===== config.mk =====
export PLATFORM = sky130hd
export DESIGN_NAME = clk_div_ctrl
export DESIGN_NICKNAME = d
export VERILOG_FILES = /design/src/rtl/clk_div_ctrl.sv
export SDC_FILE = /design/constraint.sdc
export NUM_CORES = 1
export LEC_CHECK = 0
export CAP_MARGIN = 20
export CORE_ASPECT_RATIO = 0.7
export CORE_MARGIN = 10
export CORE_UTILIZATION = 50
export DETAILED_ROUTE_END_ITERATION = 10
export PLACE_DENSITY = 0.82
export REMOVE_ABC_BUFFERS = 1
export SLEW_MARGIN = 20
export SYNTH_ARGS = -nofsm -noshare
export SYNTH_HDL_FRONTEND = slang
export SYNTH_SLANG_ARGS = --single-unit

===== constraint.sdc =====
create_clock -name CLK_IN -period 5.1 [get_ports CLK_IN]
set_input_delay 0.51 -clock CLK_IN [delete_from_list [all_inputs] [get_ports CLK_IN]]
set_output_delay 0.51 -clock CLK_IN [all_outputs]
set_load 0.01 [all_outputs]

===== src/rtl/clk_div_ctrl.sv =====
`default_nettype none
// ============================================================================
//  Module   : clk_div_ctrl
//  Purpose  : Programmable clock-enable divider with a request/acknowledge
//             divisor-change handshake and a graceful, period-aligned stop.
//             A period counter runs 0..N-1 while enabled; CLK_EN marks the
//             last cycle of each period and CLK_DIV_OUT is a square wave
//             that is high for the first ceil(N/2) cycles of each period.
//  Revision : 1.0  initial release
// ----------------------------------------------------------------------------
//  Ports
//    CLK_IN       in   1      single clock, rising-edge active
//    RESET_N      in   1      asynchronous active-low reset
//    EN_REQ       in   1      level request to run the divider
//    DIV_REQ      in   1      divisor change request, held until DIV_ACK
//    DIV_VAL      in   CNT_W  requested divisor, captured on acceptance
//    DIV_ACK      out  1      one-cycle acknowledge of a divisor request
//    DIV_ERR      out  1      with DIV_ACK: request rejected (DIV_VAL = 0)
//    CLK_EN       out  1      one-cycle pulse in the last cycle of a period
//    CLK_DIV_OUT  out  1      divided square-wave level
//    RUNNING      out  1      high while the divider is running or stopping
// ============================================================================
module clk_div_ctrl #(
  parameter int CNT_W   = 8,
  parameter int DEF_DIV = 2
) (
  input  logic             CLK_IN,
  input  logic             RESET_N,
  input  logic             EN_REQ,
  input  logic             DIV_REQ,
  input  logic [CNT_W-1:0] DIV_VAL,
  output logic             DIV_ACK,
  output logic             DIV_ERR,
  output logic             CLK_EN,
  output logic             CLK_DIV_OUT,
  output logic             RUNNING
);

  localparam logic [CNT_W-1:0] C_DEF_DIV = CNT_W'(DEF_DIV);

  // PEND is RUN with a divisor change waiting for the period boundary.
  typedef enum logic [1:0] {
    ST_IDLE     = 2'd0,
    ST_RUN      = 2'd1,
    ST_STOPPING = 2'd2,
    ST_PEND     = 2'd3
  } state_t;

  state_t           state_q, state_d;
  logic [CNT_W-1:0] cnt_q, cnt_d;
  logic [CNT_W-1:0] div_q, div_d;
  logic [CNT_W-1:0] pend_div_q, pend_div_d;
  logic             pend_q, pend_d;
  logic             req_seen_q, req_seen_d;
  logic             div_ack_q, div_ack_d;
  logic             div_err_q, div_err_d;
  logic             clk_en_q, clk_en_d;
  logic             clk_div_out_q, clk_div_out_d;
  logic             running_q, running_d;

  logic             w_running;
  logic             w_at_boundary;
  logic             w_accept;
  logic [CNT_W:0]   w_half;

  // --------------------------------------------------------------------------
  // Next-state logic
  // --------------------------------------------------------------------------
  always_comb begin
    state_d       = state_q;
    cnt_d         = cnt_q;
    div_d         = div_q;
    pend_div_d    = pend_div_q;
    pend_d        = pend_q;
    req_seen_d    = req_seen_q;
    div_ack_d     = 1'b0;
    div_err_d     = 1'b0;
    clk_en_d      = 1'b0;
    clk_div_out_d = 1'b0;
    running_d     = 1'b0;
    w_half        = '0;

    w_running     = (state_q != ST_IDLE);
    w_at_boundary = w_running && (cnt_q == (div_q - 1'b1));

    // A request is taken once per DIV_REQ assertion: req_seen_q stays set
    // until the requester drops DIV_REQ, so a request held high past its
    // acknowledge is never taken a second time.
    w_accept = DIV_REQ && !req_seen_q && !pend_q && !div_ack_q;

    if (!DIV_REQ) begin
      req_seen_d = 1'b0;
    end

    // Sequencing of the period counter and run/stop state.
    case (state_q)
      ST_IDLE: begin
        cnt_d = '0;
        if (EN_REQ) begin
          state_d = ST_RUN;
        end
      end

      ST_RUN, ST_PEND: begin
        if (w_at_boundary) begin
          cnt_d = '0;
          // A stop request seen in the boundary cycle ends the run here;
          // the period it would wait for has just completed.
          state_d = EN_REQ ? ST_RUN : ST_IDLE;
        end else begin
          cnt_d   = cnt_q + 1'b1;
          state_d = EN_REQ ? state_q : ST_STOPPING;
        end
      end

      ST_STOPPING: begin
        if (w_at_boundary) begin
          cnt_d   = '0;
          state_d = ST_IDLE;
        end else begin
          cnt_d = cnt_q + 1'b1;
        end
      end

      default: begin
        cnt_d   = '0;
        state_d = ST_IDLE;
      end
    endcase

    // A pending divisor lands on the boundary, whether the block keeps
    // running or stops there; the acknowledge marks the first new cycle.
    if (w_at_boundary && pend_q) begin
      div_d     = pend_div_q;
      pend_d    = 1'b0;
      div_ack_d = 1'b1;
    end

    if (w_accept) begin
      req_seen_d = 1'b1;
      if (DIV_VAL == '0) begin
        div_ack_d = 1'b1;
        div_err_d = 1'b1;
      end else if ((state_q == ST_IDLE) || (state_d == ST_IDLE)) begin
        // Nothing is mid-period after this edge: apply at once.
        div_d     = DIV_VAL;
        div_ack_d = 1'b1;
      end else begin
        pend_d     = 1'b1;
        pend_div_d = DIV_VAL;
        if (state_d == ST_RUN) begin
          state_d = ST_PEND;
        end
      end
    end

    // Outputs are computed from the next state so that the output flops
    // line up with the counter value of the cycle they are observed in.
    running_d     = (state_d != ST_IDLE);
    w_half        = ({1'b0, div_d} + 1'b1) >> 1;
    clk_en_d      = running_d && (cnt_d == (div_d - 1'b1));
    clk_div_out_d = running_d && ({1'b0, cnt_d} < w_half);
  end

  // --------------------------------------------------------------------------
  // State and output registers
  // --------------------------------------------------------------------------
  always_ff @(posedge CLK_IN or negedge RESET_N) begin
    if (!RESET_N) begin
      state_q       <= ST_IDLE;
      cnt_q         <= '0;
      div_q         <= C_DEF_DIV;
      pend_div_q    <= '0;
      pend_q        <= 1'b0;
      req_seen_q    <= 1'b0;
      div_ack_q     <= 1'b0;
      div_err_q     <= 1'b0;
      clk_en_q      <= 1'b0;
      clk_div_out_q <= 1'b0;
      running_q     <= 1'b0;
    end else begin
      state_q       <= state_d;
      cnt_q         <= cnt_d;
      div_q         <= div_d;
      pend_div_q    <= pend_div_d;
      pend_q        <= pend_d;
      req_seen_q    <= req_seen_d;
      div_ack_q     <= div_ack_d;
      div_err_q     <= div_err_d;
      clk_en_q      <= clk_en_d;
      clk_div_out_q <= clk_div_out_d;
      running_q     <= running_d;
    end
  end

  assign DIV_ACK     = div_ack_q;
  assign DIV_ERR     = div_err_q;
  assign CLK_EN      = clk_en_q;
  assign CLK_DIV_OUT = clk_div_out_q;
  assign RUNNING     = running_q;

endmodule
`default_nettype wire


After elaboration in Yosys (flattened, before gate mapping)
Index checks and enable logic that the tools add are counted.
{"block": "word_totals", "ff_bits": 33, "in_bits": 12, "out_inout_bits": 5, "wordCells": 72}
{"block": "classes", "n_addsub": 4, "order_cmp": 1, "eq_ne": 7, "muxes": 28, "bitwise_logic": 2, "reduce_logical": 19}
{"op": "$mux 8", "n": 5}
{"op": "$eq 8x8->1", "n": 2}
{"op": "$mux 2", "n": 8}
{"op": "$pmux 8 s2", "n": 1}
{"op": "$sub 8x1->8 const B", "n": 2}
{"op": "$mux 1", "n": 13}
{"op": "$add 8x1->9 const B", "n": 1}
{"op": "$add 8x1->8 const B", "n": 1}
{"op": "$logic_not 8->1", "n": 1}
{"op": "$lt 8x8->1", "n": 1}
{"op": "$logic_and 1x1->1", "n": 7}
{"op": "$pmux 2 s3", "n": 1}
{"op": "$eq 2x1->1 const B", "n": 2}
{"op": "$eq 2x2->1 const B", "n": 2}
{"op": "$logic_not 2->1", "n": 2}
{"op": "$reduce_bool 2->1", "n": 2}
{"op": "$logic_not 1->1", "n": 3}
{"op": "$reduce_and 3->1", "n": 1}
{"op": "$reduce_or 3->1", "n": 1}
{"op": "$ne 2x1->1 const B", "n": 1}
{"op": "$not 1->1", "n": 2}
{"op": "$reduce_or 2->1", "n": 1}
{"op": "$logic_or 1x1->1", "n": 1}

Longest topological paths before layout
{"block": "logic_depth", "ltp_word": 13, "mapped_depth": 19, "ltp_nobuf": 18}

Worst setup path after synthesis
Ideal clock, no wire load.
{"block": "synth_path", "kind": "reg2reg", "startpoint": "register div_q[0]", "endpoint": "register clk_div_out_q, in the netlist CLK_DIV_OUT", "setup_time_ps": 65, "arrival_time_ps": 3764, "required_ps": 5035, "setup_slack_ps": 1271, "path_stages_with_launch": 19, "path_buffers": 1, "period_less_slack_ps": 3829, "cell_sequence": "dfrtp_1 inv_1 ha_1 or3b_1 o31a_1 o211ai_1 o22ai_1 nand4_4 buf_2 mux2i_1 inv_1 ha_1 nand2_1 xnor2_1 ha_1 a21o_1 a21o_1 a21oi_1 o211a_1"}
{"block": "synth_via", "elab_chain_len": 13, "word_cells_on_any_way": 24, "classes_between": "add/sub: 2; order compare: 1; eq/ne: 2; mux: 13; reduce/logical: 6"}
{"element": "start: declaration", "line": "51", "source": "logic [CNT_W-1:0] div_q, div_d;"}
{"element": "start signal: assignment", "line": "184", "source": "div_q <= div_d;"}
{"element": "$sub 8x1->8", "line": "84", "source": "w_at_boundary = w_running && (cnt_q == (div_q - 1'b1));"}
{"element": "$eq 8x8->1", "line": "84"}
{"element": "$logic_and 1x1->1", "line": "84"}
{"element": "$mux 2 (on tied branches)", "line": "117, 105"}
{"element": "$pmux 2 s3", "line": "96", "source": "case (state_q)"}
{"element": "$logic_not 2->1", "line": "144", "source": "end else if ((state_q == ST_IDLE) || (state_d == ST_IDLE)) begin"}
{"element": "$logic_or 1x1->1", "line": "144"}
{"element": "$mux 8", "line": "144"}
{"element": "$mux 8", "line": "141", "source": "if (DIV_VAL == '0) begin"}
{"element": "$mux 8 (*)", "line": "139", "source": "if (w_accept) begin"}
{"element": "via div_d[0]", "line": "51"}
{"element": "$add 8x1->9 (*)", "line": "160", "source": "w_half = ({1'b0, div_d} + 1'b1) >> 1;"}
{"element": "$lt 8x8->1 (*)", "line": "162", "source": "clk_div_out_d = running_d && ({1'b0, cnt_d} < w_half);"}
{"element": "$logic_and 1x1->1 (*)", "line": "162"}
{"element": "via clk_div_out_d", "line": "58", "source": "logic clk_div_out_q, clk_div_out_d;"}
{"element": "end signal: assignment", "line": "191", "source": "clk_div_out_q <= clk_div_out_d;"}
{"element": "end: declaration", "line": "58"}
The timed path passes the listed nets; every way through them passes the cells marked *.
A chain may end at the register's enable or synchronous reset.

Worst setup path after layout
{"block": "layout_path", "startpoint": "register div_q[0]", "endpoint": "register clk_div_out_q, in the netlist CLK_DIV_OUT"}
{"block": "layout_via", "elab_chain_len": 13, "word_cells_on_any_way": 24, "classes_between": "add/sub: 2; order compare: 1; eq/ne: 2; mux: 13; reduce/logical: 6"}
{"element": "$sub 8x1->8 (*)", "line": "84"}
{"element": "$eq 8x8->1 (*)", "line": "84"}
{"element": "$logic_and 1x1->1 (*)", "line": "84"}
{"element": "$mux 2 (on tied branches)", "line": "117, 105"}
{"element": "$pmux 2 s3", "line": "96"}
{"element": "$logic_not 2->1", "line": "144"}
{"element": "$logic_or 1x1->1", "line": "144"}
{"element": "$mux 8", "line": "144"}
{"element": "$mux 8", "line": "141"}
{"element": "$mux 8 (*)", "line": "139"}
{"element": "via div_d[2]", "line": "51"}
{"element": "$add 8x1->9 (*)", "line": "160"}
{"element": "$lt 8x8->1 (*)", "line": "162"}
{"element": "$logic_and 1x1->1 (*)", "line": "162"}
{"element": "via clk_div_out_d", "line": "58"}
Marked as above.

==> flow_metrics.py <==
metrics = {
    "placed_design": {
        "port_buffers": 16,
        "dpl_cell_area_sq_um": 2591,
        "gp_congestion": 0.8656,
        "hpwl_mm": 4.387,
    },
    "clock_tree": {
        "post-cts-setup-buffers": 0,
        "cts_hold_buffers": 0,
        "clk_pin_slew_worst_paths_ns": 0.07,
        "root_buffer": "clkbuf_8",
        "post_cts_resized": 0,
        "cts_made_buffers": 5,
        "cts_buffer_depth": 2,
        "clock_latency_ns": 0.29,
        "cts_tree": "done",
        "clock_sinks": 33,
        "htreeDepth": 2,
    },
    "setup_path": {
        "critPathLaunchType": "register",
        "cp_cell_sequence": "inv_1, ha_1, or3b_1, nor4_1, o2111ai_1, a211oi_2, buf_4, mux2_2, mux2_2, nand3_1, nor2_1, nand2_1, xnor2_1, ha_1, a21o_1, a21o_1, a21oi_1, o211a_1",
        "arrival_ns": 4.64,
        "path_buf_inv": 2,
        "crit_slowest_cell": "a211oi_2",
        "slowest_delay_ns": 0.52,
        "critPathCaptureType": "register",
        "cp_data_required_time_ns": 5.33,
        "path_max_fanout": 7,
        "cpLargestDelayFamily": "compound AO/OA/AOI/OAI gates",
        "path_class": "reg2reg",
    },
    "sta": {
        "tightest_slew_ns": 0.6193,
        "hold_viol_final": 0,
        "fin_worst_skew_ns": 0.006621,
        "finalSetupTns_ns": 0,
        "slew_viol_final": 0,
        "fin_crit_sh": 0.8657,
        "max_freq_ghz": 0.2265,
        "setup_viol_count_final": 0,
        "slew_headroom": 0.5840,
        "grt_setup_unrepaired": "false",
        "fin_crit_ns": 4.415,
    },
    "floorplan": {
        "start_util": 0.5309,
        "die_area_sq_um": 7924,
        "die_y_um": 77.54,
        "io_pins": 17,
        "die-width_um": 102.2,
        "fp-row-count": 20,
        "core_area_sq_um": 4454,
    },
    "detailed_routing": {
        "vias": 1873,
        "viasPerCell": 5.965,
        "wirelength_mm": 5.595,
        "wire_per_inst_um": 17.82,
        "route.met2.wl_mm": 2.350,
        "drt_iter0_drc": 104,
        "wl_met1_mm": 2.791,
        "route.met3.wl_um": 388,
        "dr.pass1.iters": 4,
        "drc": 0,
        "ant_nets": 0,
        "dr.max_layer_used": "met4",
    },
    "synthesis": {
        "async_flop_share": 1.000,
        "yosysTopAreaCell": "dfrtp_1",
        "ys_ff_latch": 33,
        "synthTopCellsByCount": "dfrtp_1, nor2_1, xnor2_1",
        "synth_adder_area_share": 0.05820,
        "netlist.area_leader.share": 0.3386,
        "synth_top_family_by_area": "simple AND/OR/NAND/NOR gates",
        "ys_seq_area_frac": 0.3497,
        "synth_area_leaders": "dfrtp_1, xnor2_1, ha_1",
        "synth_cells": 237,
        "synth_compound_area_frac": 0.1423,
        "synth-edff-count": 0,
        "synth_top_flop_cell": "dfrtp_1",
        "synth_area_sq_um": 2365,
        "yosysWarnings": 0,
        "syn_area_per_cell_sq_um": 9.978,
        "yosysMostFrequentCell": "dfrtp_1",
        "synth_xor_area_frac": 0.1201,
        "synth.distinct_cells": 56,
        "synthMuxAreaShare": 0.1175,
        "synth-simple-area-share": 0.1794,
    },
    "pwr": {
        "p_per_area_nw_per_um2": 376.8,
        "p_leak_nw": 1.224,
        "peakVddDrop_mv": 0.2644,
    },
    "cells_and_area": {
        "area_growth_pct": 13.86,
        "final_design_area_no_fill_sq_um": 2693,
        "nets": 281,
        "drive_gt1_frac": 0.1506,
        "n_antenna_cell": 0,
    },
    "grt": {
        "grt_pass1_vias": 1885,
        "antenna_found_initial": 0,
        "grt_pass1_wl_mm": 9.446,
        "grt_max_degree": 34,
        "globalRouteOverflowTotal": 0,
        "grtUsageTotal": 0.1479,
    },
    "run_status": {
        "status": "finished, final reports clean",
    },
    "flow_run": {
        "cap_violations": 0,
    },
    "hold_path": {
        "min_path_type": "reg2reg",
    },
}
per-layer routing:
layer / vias to the layer above / track usage
met2: 46 / 0.2092
met1: 919 / 0.2102
met5: - / 0
met3: 9 / 0.03982
met4: 0 / 0.04916
li1: 899 / -
kinds of logic after synthesis:
kind of cell / after synthesis
compound gates: 44
fa+ha+maj: 11
buf+inv: 18
flops: 33
xor+xnor: 30
simple gates: 77
mux: 24
metrics by stage:
step / worst slack, ns / hold slack (ns) / utilization / power, W / instances
floorplan: 1.065 / 0.2144 / - / 0.0006677 / 231
global placement: 0.7063 / 0.4635 / 0.5817 / 0.0007729 / 306
detailed placement: 0.6068 / 0.4706 / 0.5817 / 0.0007886 / 306
CTS: 0.7225 / 0.4865 / 0.6045 / 0.001011 / 314
global route: 0.2692 / 0.5201 / 0.6045 / 0.001077 / 314
finish: 0.6852 / 0.4879 / 0.6045 / 0.001015 / 314
path summary, 6_finish.rpt:
| kind | from | endpoint | slack (ns) | depth (start not counted) |
|---|---|---|---|---|
| worst min-delay path | req_seen_q$_DFFE_PN0P_ | req_seen_q$_DFFE_PN0P_ | 0.49 | 1 |
| worst max register to register | div_q[0]$_DFF_PN0_ | CLK_DIV_OUT$_DFF_PN0_ | 0.69 | 18 |
| worst max-delay path | div_q[0]$_DFF_PN0_ | CLK_DIV_OUT$_DFF_PN0_ | 0.69 | 18 |
| min in group asynchronous | RESET_N | state_q[0]$_DFF_PN0_ | 0.61 | 2 |
| max in group asynchronous | RESET_N | div_q[1]$_DFF_PN1_ | 4.14 | 2 |
| worst min register to register | req_seen_q$_DFFE_PN0P_ | req_seen_q$_DFFE_PN0P_ | 0.49 | 1 |
layout by cell type, fill, tap and decap left out, types with 4 or more instances in the layout:
cell             instances
o211ai_1                 4
nor3_1                   5
ha_1                    11
nor2_1                  20
buf_4                    4
clkdlybuf4s50_1         16
mux2_2                  12
a21oi_1                  6
mux2i_1                  9
nand3_1                  8
o21ai_0                 11
xor2_1                  12
inv_1                   11
dfrtp_1                 32
xnor2_1                 16
nand2_1                 14
a21o_1                   6
clkbuf_8                 7
and2_1                   5
layout make-up:
class / instances / area, sq um
inverter: 12 / 45.04
fill: 370 / 1762
clock inverter: 1 / 5.005
sequential: 33 / 827.0
clock buffer: 7 / 96.34
multi-input combinational: 186 / 1460
timing repair buffer: 20 / 190.2
tap: 55 / 68.82
worst reg2reg max path, stage by stage (launching register included):
cell and delay (ns):
dfrtp_1 0.42, inv_1 0.10, ha_1 0.20, or3b_1 0.41, nor4_1 0.28, o2111ai_1 0.16, a211oi_2 0.52, buf_4 0.27
mux2_2 0.34, mux2_2 0.35, nand3_1 0.15, nor2_1 0.06, nand2_1 0.07, xnor2_1 0.12, ha_1 0.27, a21o_1 0.18
a21o_1 0.17, a21oi_1 0.13, o211a_1 0.16
flip-flops by register name, indices dropped and copies added (netlist names):
name and cells:
cnt_q 8, div_q 8, pend_div_q 8, state_q 2, CLK_DIV_OUT 1, CLK_EN 1, DIV_ACK 1, DIV_ERR 1
RUNNING 1, pend_q 1, req_seen_q 1
power by group:
| part | internal [W] | total [W] | switching (W) | leakage (nW) |
|---|---|---|---|---|
| clock | 0.000122 | 0.000221 | 0.0000988 | 0.0542 |
| sequential | 0.000318 | 0.000396 | 0.0000778 | 0.420 |
| combinational | 0.000191 | 0.000398 | 0.000207 | 0.750 |
| total | 0.000631 | 0.00101 | 0.000383 | 1.22 |
No activity file was read; power rests on OpenSTA's default activity.
